### src/rtl/tlb_pkg.sv
// tlb_pkg: shared types and widths for the TLB maintenance-op sequencer
package tlb_pkg;
  localparam int TLBNUM_DEF = 16;
  localparam int IDX_W_DEF  = 4;
  localparam int VPN2_W     = 19;
  localparam int ASID_W     = 8;
  typedef enum logic [2:0] {
    S_IDLE, S_SEARCH, S_READ, S_WRITE, S_COMMIT, S_REFETCH
  } state_e;
  typedef enum logic [1:0] {OP_TLBP, OP_TLBR, OP_TLBWI, OP_TLBWR} op_e;
endpackage

### src/rtl/tlb_op_ctrl.sv
// tlb_op_ctrl: MEM-stage sequencer for tlbp/tlbr/tlbwi/tlbwr.
// Ports: clk/reset (sync, active-high); ms_* MEM-stage op, pc, exception and
// eret flush; cp0_* Index/Random/EntryHi; s1_* TLB search port; r_index TLB
// read port; we/w_index TLB write port; inst_tlbp/inst_tlbr CP0 strobes;
// tlb_to_cp0_* registered tlbp result; ms_stall pipeline hold;
// refetch_flush/refetch_pc restart after the op.
// Build option: define TLB_REFETCH_EN to add the REFETCH state; without it
// COMMIT returns to IDLE and refetch_flush/refetch_pc are tied 0.
module tlb_op_ctrl import tlb_pkg::*; #(
  parameter int TLBNUM = TLBNUM_DEF,
  parameter int IDX_W  = IDX_W_DEF
) (
  input  logic              clk,
  input  logic              reset,
  input  logic              ms_valid,
  input  logic              ms_ex,
  input  logic              eret_flush,
  input  logic              ms_inst_tlbp,
  input  logic              ms_inst_tlbr,
  input  logic              ms_inst_tlbwi,
  input  logic              ms_inst_tlbwr,
  input  logic [31:0]       ms_pc,
  input  logic [IDX_W-1:0]  cp0_index,
  input  logic [IDX_W-1:0]  cp0_random,
  input  logic [18:0]       cp0_vpn2,
  input  logic [7:0]        cp0_asid,
  output logic [18:0]       s1_vpn2,
  output logic [7:0]        s1_asid,
  input  logic              s1_found,
  input  logic [IDX_W-1:0]  s1_index,
  output logic [IDX_W-1:0]  r_index,
  output logic              we,
  output logic [IDX_W-1:0]  w_index,
  output logic              inst_tlbp,
  output logic              inst_tlbr,
  output logic              tlb_to_cp0_found,
  output logic [IDX_W-1:0]  tlb_to_cp0_index,
  output logic              ms_stall,
  output logic              refetch_flush,
  output logic [31:0]       refetch_pc
);
  state_e             state_q, state_d;
  op_e                op_q, op_d, op_sel;
  logic [IDX_W-1:0]   idx_q, idx_d, fidx_q, fidx_d;
  logic               found_q, found_d, accept, start, run;
`ifdef TLB_REFETCH_EN
  logic [31:0]        pc_q, pc_d;
`else
  logic               unused_pc;
  assign unused_pc = ^ms_pc;
`endif
  always_comb begin
    accept  = ms_valid && !ms_ex && !eret_flush &&
              (ms_inst_tlbp || ms_inst_tlbr || ms_inst_tlbwi || ms_inst_tlbwr);
    op_sel  = ms_inst_tlbp ? OP_TLBP : ms_inst_tlbr ? OP_TLBR :
              ms_inst_tlbwi ? OP_TLBWI : OP_TLBWR;
    start   = state_q == S_IDLE && accept;
    state_d = state_q;
    case (state_q)
      S_IDLE:                    state_d = !accept ? S_IDLE :
                                           op_sel == OP_TLBP ? S_SEARCH :
                                           op_sel == OP_TLBR ? S_READ : S_WRITE;
      S_SEARCH, S_READ, S_WRITE: state_d = S_COMMIT;
`ifdef TLB_REFETCH_EN
      S_COMMIT:                  state_d = S_REFETCH;
`else
      S_COMMIT:                  state_d = S_IDLE;
`endif
      default:                   state_d = S_IDLE;
    endcase
    op_d    = start ? op_sel : op_q;
    idx_d   = start ? (op_sel == OP_TLBWR ? cp0_random : cp0_index) : idx_q;
    found_d = state_q == S_SEARCH ? s1_found : found_q;
    fidx_d  = state_q == S_SEARCH ? s1_index : fidx_q;
`ifdef TLB_REFETCH_EN
    pc_d    = start ? ms_pc + 32'd4 : pc_q;
`endif
  end
  always_ff @(posedge clk) begin
    if (reset) begin
      state_q <= S_IDLE;
      op_q    <= OP_TLBP;
      idx_q   <= '0;
      found_q <= 1'b0;
      fidx_q  <= '0;
`ifdef TLB_REFETCH_EN
      pc_q    <= '0;
`endif
    end else begin
      state_q <= state_d;
      op_q    <= op_d;
      idx_q   <= idx_d;
      found_q <= found_d;
      fidx_q  <= fidx_d;
`ifdef TLB_REFETCH_EN
      pc_q    <= pc_d;
`endif
    end
  end
  // Outputs decode the state register but are forced low during reset so a
  // reset landing mid-op never issues a write or a CP0 strobe.
  assign run              = !reset;
  assign s1_vpn2          = run && state_q == S_SEARCH ? cp0_vpn2 : '0;
  assign s1_asid          = run && state_q == S_SEARCH ? cp0_asid : '0;
  // Read index stays up through COMMIT so the TLB read data is valid at the strobe.
  assign r_index          = run && (state_q == S_READ ||
                            (state_q == S_COMMIT && op_q == OP_TLBR)) ? idx_q : '0;
  assign we               = run && state_q == S_WRITE && int'(idx_q) < TLBNUM;
  assign w_index          = run && state_q == S_WRITE ? idx_q : '0;
  assign inst_tlbp        = run && state_q == S_COMMIT && op_q == OP_TLBP;
  assign inst_tlbr        = run && state_q == S_COMMIT && op_q == OP_TLBR;
  assign tlb_to_cp0_found = found_q;
  assign tlb_to_cp0_index = fidx_q;
  assign ms_stall         = run && (state_q == S_IDLE ? accept : state_q != S_REFETCH);
`ifdef TLB_REFETCH_EN
  assign refetch_flush    = run && state_q == S_REFETCH;
  assign refetch_pc       = refetch_flush ? pc_q : '0;
`else
  assign refetch_flush    = 1'b0;
  assign refetch_pc       = '0;
`endif
endmodule
### config.mk
export PLATFORM = sky130hd
export DESIGN_NAME = tlb_op_ctrl
export DESIGN_NICKNAME = d
export VERILOG_FILES = /design/src/rtl/tlb_pkg.sv /design/src/rtl/tlb_op_ctrl.sv
export SDC_FILE = /design/constraint.sdc
export NUM_CORES = 1
export LEC_CHECK = 0
export ABC_CLOCK_PERIOD_IN_PS = 2600
export CAP_MARGIN = 10
export CORE_AREA = 2 2 62 64
export CTS_CLUSTER_DIAMETER = 50
export DETAILED_ROUTE_END_ITERATION = 12
export DIE_AREA = 0 0 64 66
export DONT_BUFFER_PORTS = 1
export SLEW_MARGIN = 5
export SYNTH_ARGS = -nofsm -noshare
export SYNTH_HDL_FRONTEND = slang
export SYNTH_SLANG_ARGS = --single-unit
### constraint.sdc
create_clock -name clk -period 2.6 [get_ports clk]
set_input_delay 0.52 -clock clk [delete_from_list [all_inputs] [get_ports clk]]
set_output_delay 0.52 -clock clk [all_outputs]
set_load 0.01 [all_outputs]
# Word-level counts from Yosys, hierarchy flattened
# Index checks and enable logic that the tools add are counted.
# classes
n_eq_ne	8
muxes	13
n_reduce_logical	23
# op_table
cell	count
19-bit two-way mux	1
1-bit logical AND	12
4-bit two-way mux	3
2-bit two-way mux	4
8-bit two-way mux	1
3-bit by 2-bit == test with 1-bit output (second input constant)	2
3-bit case mux with 2 select lines	1
2-bit by 1-bit == test with 1-bit output (second input constant)	2
2-bit logical NOT	2
1-bit logical OR	4
3-bit by 1-bit == test with 1-bit output (second input constant)	1
3-bit == test (second input constant)	1
1-bit logical NOT	3
3-bit logical NOT	1
1-bit two-way mux	3
3-bit != test (second input constant)	1
3-bit OR reduction	1
2-bit == test (second input constant)	1
# totals
ff_bits	14
input_bits	81
output_inout_bits	77
wordCells	49

# Longest topological paths before layout
# Gate-level depths: netlist of the first run.
# depth
word_depth	8
depth_mapped	6

# Least setup slack after synthesis of the first run
# No wires, ideal clock.
# synth_timing
path_kind	input to output
from	input reset
to	output s1_asid[0]
arrival_ps	1555
required_ps	2080
path_slack_ps	525
path_stages	6
path_cell_list	clkbuf_1 -> nor2_1 -> and3_1 -> clkbuf_1 -> clkbuf_1 -> and2_1
# synth_between
elab_chain_cells	3
# synth_lines
item	line	rtl
start, declared	tlb_op_ctrl.sv:14	input logic reset,
1-bit logical NOT	tlb_op_ctrl.sv:102	assign run = !reset;
1-bit logical AND	tlb_op_ctrl.sv:104	assign s1_asid = run && state_q == S_SEARCH ? cp0_asid : '0;
8-bit two-way mux	tlb_op_ctrl.sv:104	
end, declared	tlb_op_ctrl.sv:28	output logic [7:0] s1_asid,
# Every way passes these cells.

# Final worst setup path of the first run
# layout_timing
from	register state_q[2]
to	output s1_vpn2[18]
# layout_between
elab_chain_cells	3
# layout_lines
item	line	rtl
start, declared	tlb_op_ctrl.sv:42	state_e state_q, state_d;
start signal, assigned	tlb_op_ctrl.sv:90	state_q <= state_d;
3-bit by 1-bit == test with 1-bit output	tlb_op_ctrl.sv:103	assign s1_vpn2 = run && state_q == S_SEARCH ? cp0_vpn2 : '0;
1-bit logical AND	tlb_op_ctrl.sv:103	
19-bit two-way mux	tlb_op_ctrl.sv:103	
end, declared	tlb_op_ctrl.sv:27	output logic [18:0] s1_vpn2,
# Every way passes these cells.

==> results.toml, run 1 <==
[critical_path]
critical_path.cell_chain = "nor2_1, and3_1, and2_1"
crit_required_ps = 2080
setup.worst_path.class = "reg -> out"
worst_path_largest_cell_delay_ps = 570
cp-end-kind = "output port"
cp.arrival_ps = 1700
cp_slowest_cell = "and3_1"
path_max_fanout = 27
start_kind = "flip-flop"

[synthesis]
syn-instance-count = 146
async_reset_ff_share_pct = 0
syn_area_mm2 = 0.001199
yosys_warnings = 0
synth_seq_cells = 14
synth_top_area_cell = "dfxtp_1"
synth_top_area_share_pct = 23.38
avgSynthCellArea_um2 = 8.210
synthTopCellsByArea = "dfxtp_1 (23%), buf_4 (21%), and2_1 (18%)"
synth_cell_types = 27
synth_edf_count = 0
yosysSeqAreaShare_pct = 23.38
synthFlopType = "dfxtp_1"

[power_and_ir_drop]
swShare_pct = 27.16
p_per_area_mw_per_mm2 = 388.5
p_comb_share_pct = 13.3
clkPwrFrac_pct = 35.6
cell_internal_pwr_mw = 0.3204
ir_drop_mv = 0.2991
leakage_nw = 0.4903
p_seq_share_pct = 51.1
p_switching_mw = 0.1195

[grt]
grt_pass1_wl_mm = 3.387
grt_pass1_vias = 703
grt_max_degree = 28
busiest_layer = "met2"
grt.met2_usage_pct = 18.36
met3_usage_pct = 3.066
met1_usage_pct = 11.53
grtUsageTotal_pct = 10.45
grt_antenna_before_repair = 0
overflow = 0

[cells_and_area]
syn_to_final_growth_pct = -5.532
post_route_cells_drive_above_1_share_pct = 7.746
layout_commonest_cell = "and2_1"
final_cells = 190
final_util_pct = 31.89
final_nets = 224
n_antenna_cell = 0
layout_common_cells = "and2_1 (35), conb_1 (33), dfxtp_1 (14)"

[placement]
gp_congestion = 0.6959
hpwlAfterDp_mm = 2.063
portBuffers = 0
dp_slack_ps = 546.6
placed_cells = 186

[timing]
period_minus_slack_ps = 2221
drv_slew = 0
setup_viol = 0
rsz0062_at_grt = "no"
fmax_mhz = 450.3
maxSlewHeadroom_pct = 59.34
hold_viol_final = 0
setup_slack_ps = 379.5
hold_ws_ps = 298.1
tightestPinTransition_ps = 609.9
fin_crit_sh_pct = 85.41
fin_skew_ps = 9.876
setup_tns_ps = 0

[die]
core-area_mm2 = 0.003551
row_count = 22
fp.dieH_um = 66
die_w_um = 64
initial_core_util_pct = 33.76
io_pins = 158
dieArea_mm2 = 0.004224

[clock_tree]
cts-htree-levels = 1
cts-resized-gates = 0
postCtsSetupBuffers = 0
numCtsBuffers = 3
clock-root-buffer = "clkbuf_4"
clk_pin_slew_ps = 90
cts_tree = "yes"
clock_sinks = 14
clk_latency_ps = 280
ctsHoldBuffers = 0
clock_path_buffers = 2

[detailed_routing]
wl_per_cell_um = 13.09
viasPerCell = 4.553
first_pass_iters = 4
drt-initial-drc-count = 7
routed_wl_mm = 2.488
antenna_left = 0
dr_total_vias = 865
drc_errors = 0

[hold_path]
min_path_type = "in -> reg"

[run]
drv_cap = 0

[outcome]
outcome = "finished, final reports clean"
[registers in the layout (all words and copies together) (netlist names)]
| name | cells |
|---|---|
| idx_q | 4 |
| tlb_to_cp0_index | 4 |
| op_q | 2 |
| tlb_to_cp0_found | 1 |
| state_q | 3 |
[per-stage QoR]
step           total power [mW]  cell area [µm²]
2_1_floorplan            0.3224             1319
3_3_place_gp             0.2867             1096
5_1_grt                  0.4562             1132
3_5_place_dp             0.2870             1096
6_report                 0.4399             1132
4_1_cts                  0.4400             1132
[metal layers]
metal / vias to the layer above / part of all wire (%)
met5: - / 0
met4: 0 / 0.72
met3: 2 / 12
met2: 70 / 50
met1: 379 / 37
li1: 414 / -
[Yosys cell counts (3+ instances only)]
master,instances
o311ai_0,4
nor3_1,3
nor2_1,9
or3_1,3
mux2i_1,10
dfxtp_1,14
o31ai_2,4
inv_1,3
and2_1,35
and3_1,3
buf_4,33
clkbuf_1,6
[path summary, 6_finish.rpt]
kind | startpoint | end | slack (ps) | depth (start not counted)
worst max-delay path | state_q[2] | s1_vpn2[18] | 380 | 3
worst min-delay path | reset | tlb_to_cp0_index[1] | 300 | 1
worst max register to register | state_q[0] | op_q[1] | 860 | 3
worst min register to register | op_q[0] | op_q[0] | 490 | 2
[logic make-up after synthesis]
family	share of synthesized area, %
flops	23.38
mux	8.351
compound gates	10.96
buf+inv	25.78
simple gates	31.21
other cells	0.3129
[worst max-delay path: cells and delay by family, from the launching register on]
| kind | cells | cell delay [ps] |
|---|---|---|
| flip-flops | 1 | 380 |
| AND/OR/NAND/NOR | 3 | 1030 |
[layout make-up]
cell class | instances | area [µm²]
clock buffers | 4 | 36.28
fillers | 396 | 2419
well taps | 48 | 60.06
repair buffers | 2 | 15.01
flip-flops and latches | 14 | 280.3
multi-input cells | 119 | 729.5
inverters | 3 | 11.26
[power by group through the flow]
stage	logic, mW	registers [mW]	clock network [mW]
3_5_place_dp	0.0574	0.230	0
4_1_cts	0.0576	0.225	0.158
6_report	0.0586	0.225	0.157
5_1_grt	0.0649	0.226	0.165
2_1_floorplan	0.0945	0.228	0
3_3_place_gp	0.0571	0.230	0
Power figures use the tool's default switching activity.
==> run 2: changes to the inputs <==
--- a/config.mk
+++ b/config.mk
@@ -12,7 +12,7 @@
 export DETAILED_ROUTE_END_ITERATION = 12
 export DIE_AREA = 0 0 64 66
 export DONT_BUFFER_PORTS = 1
-export SLEW_MARGIN = 5
+export SLEW_MARGIN = 25
 export SYNTH_ARGS = -nofsm -noshare
 export SYNTH_HDL_FRONTEND = slang
 export SYNTH_SLANG_ARGS = --single-unit
==> results of run 2 <==
The final DEF is identical to that of run 1; final timing and power are the same.
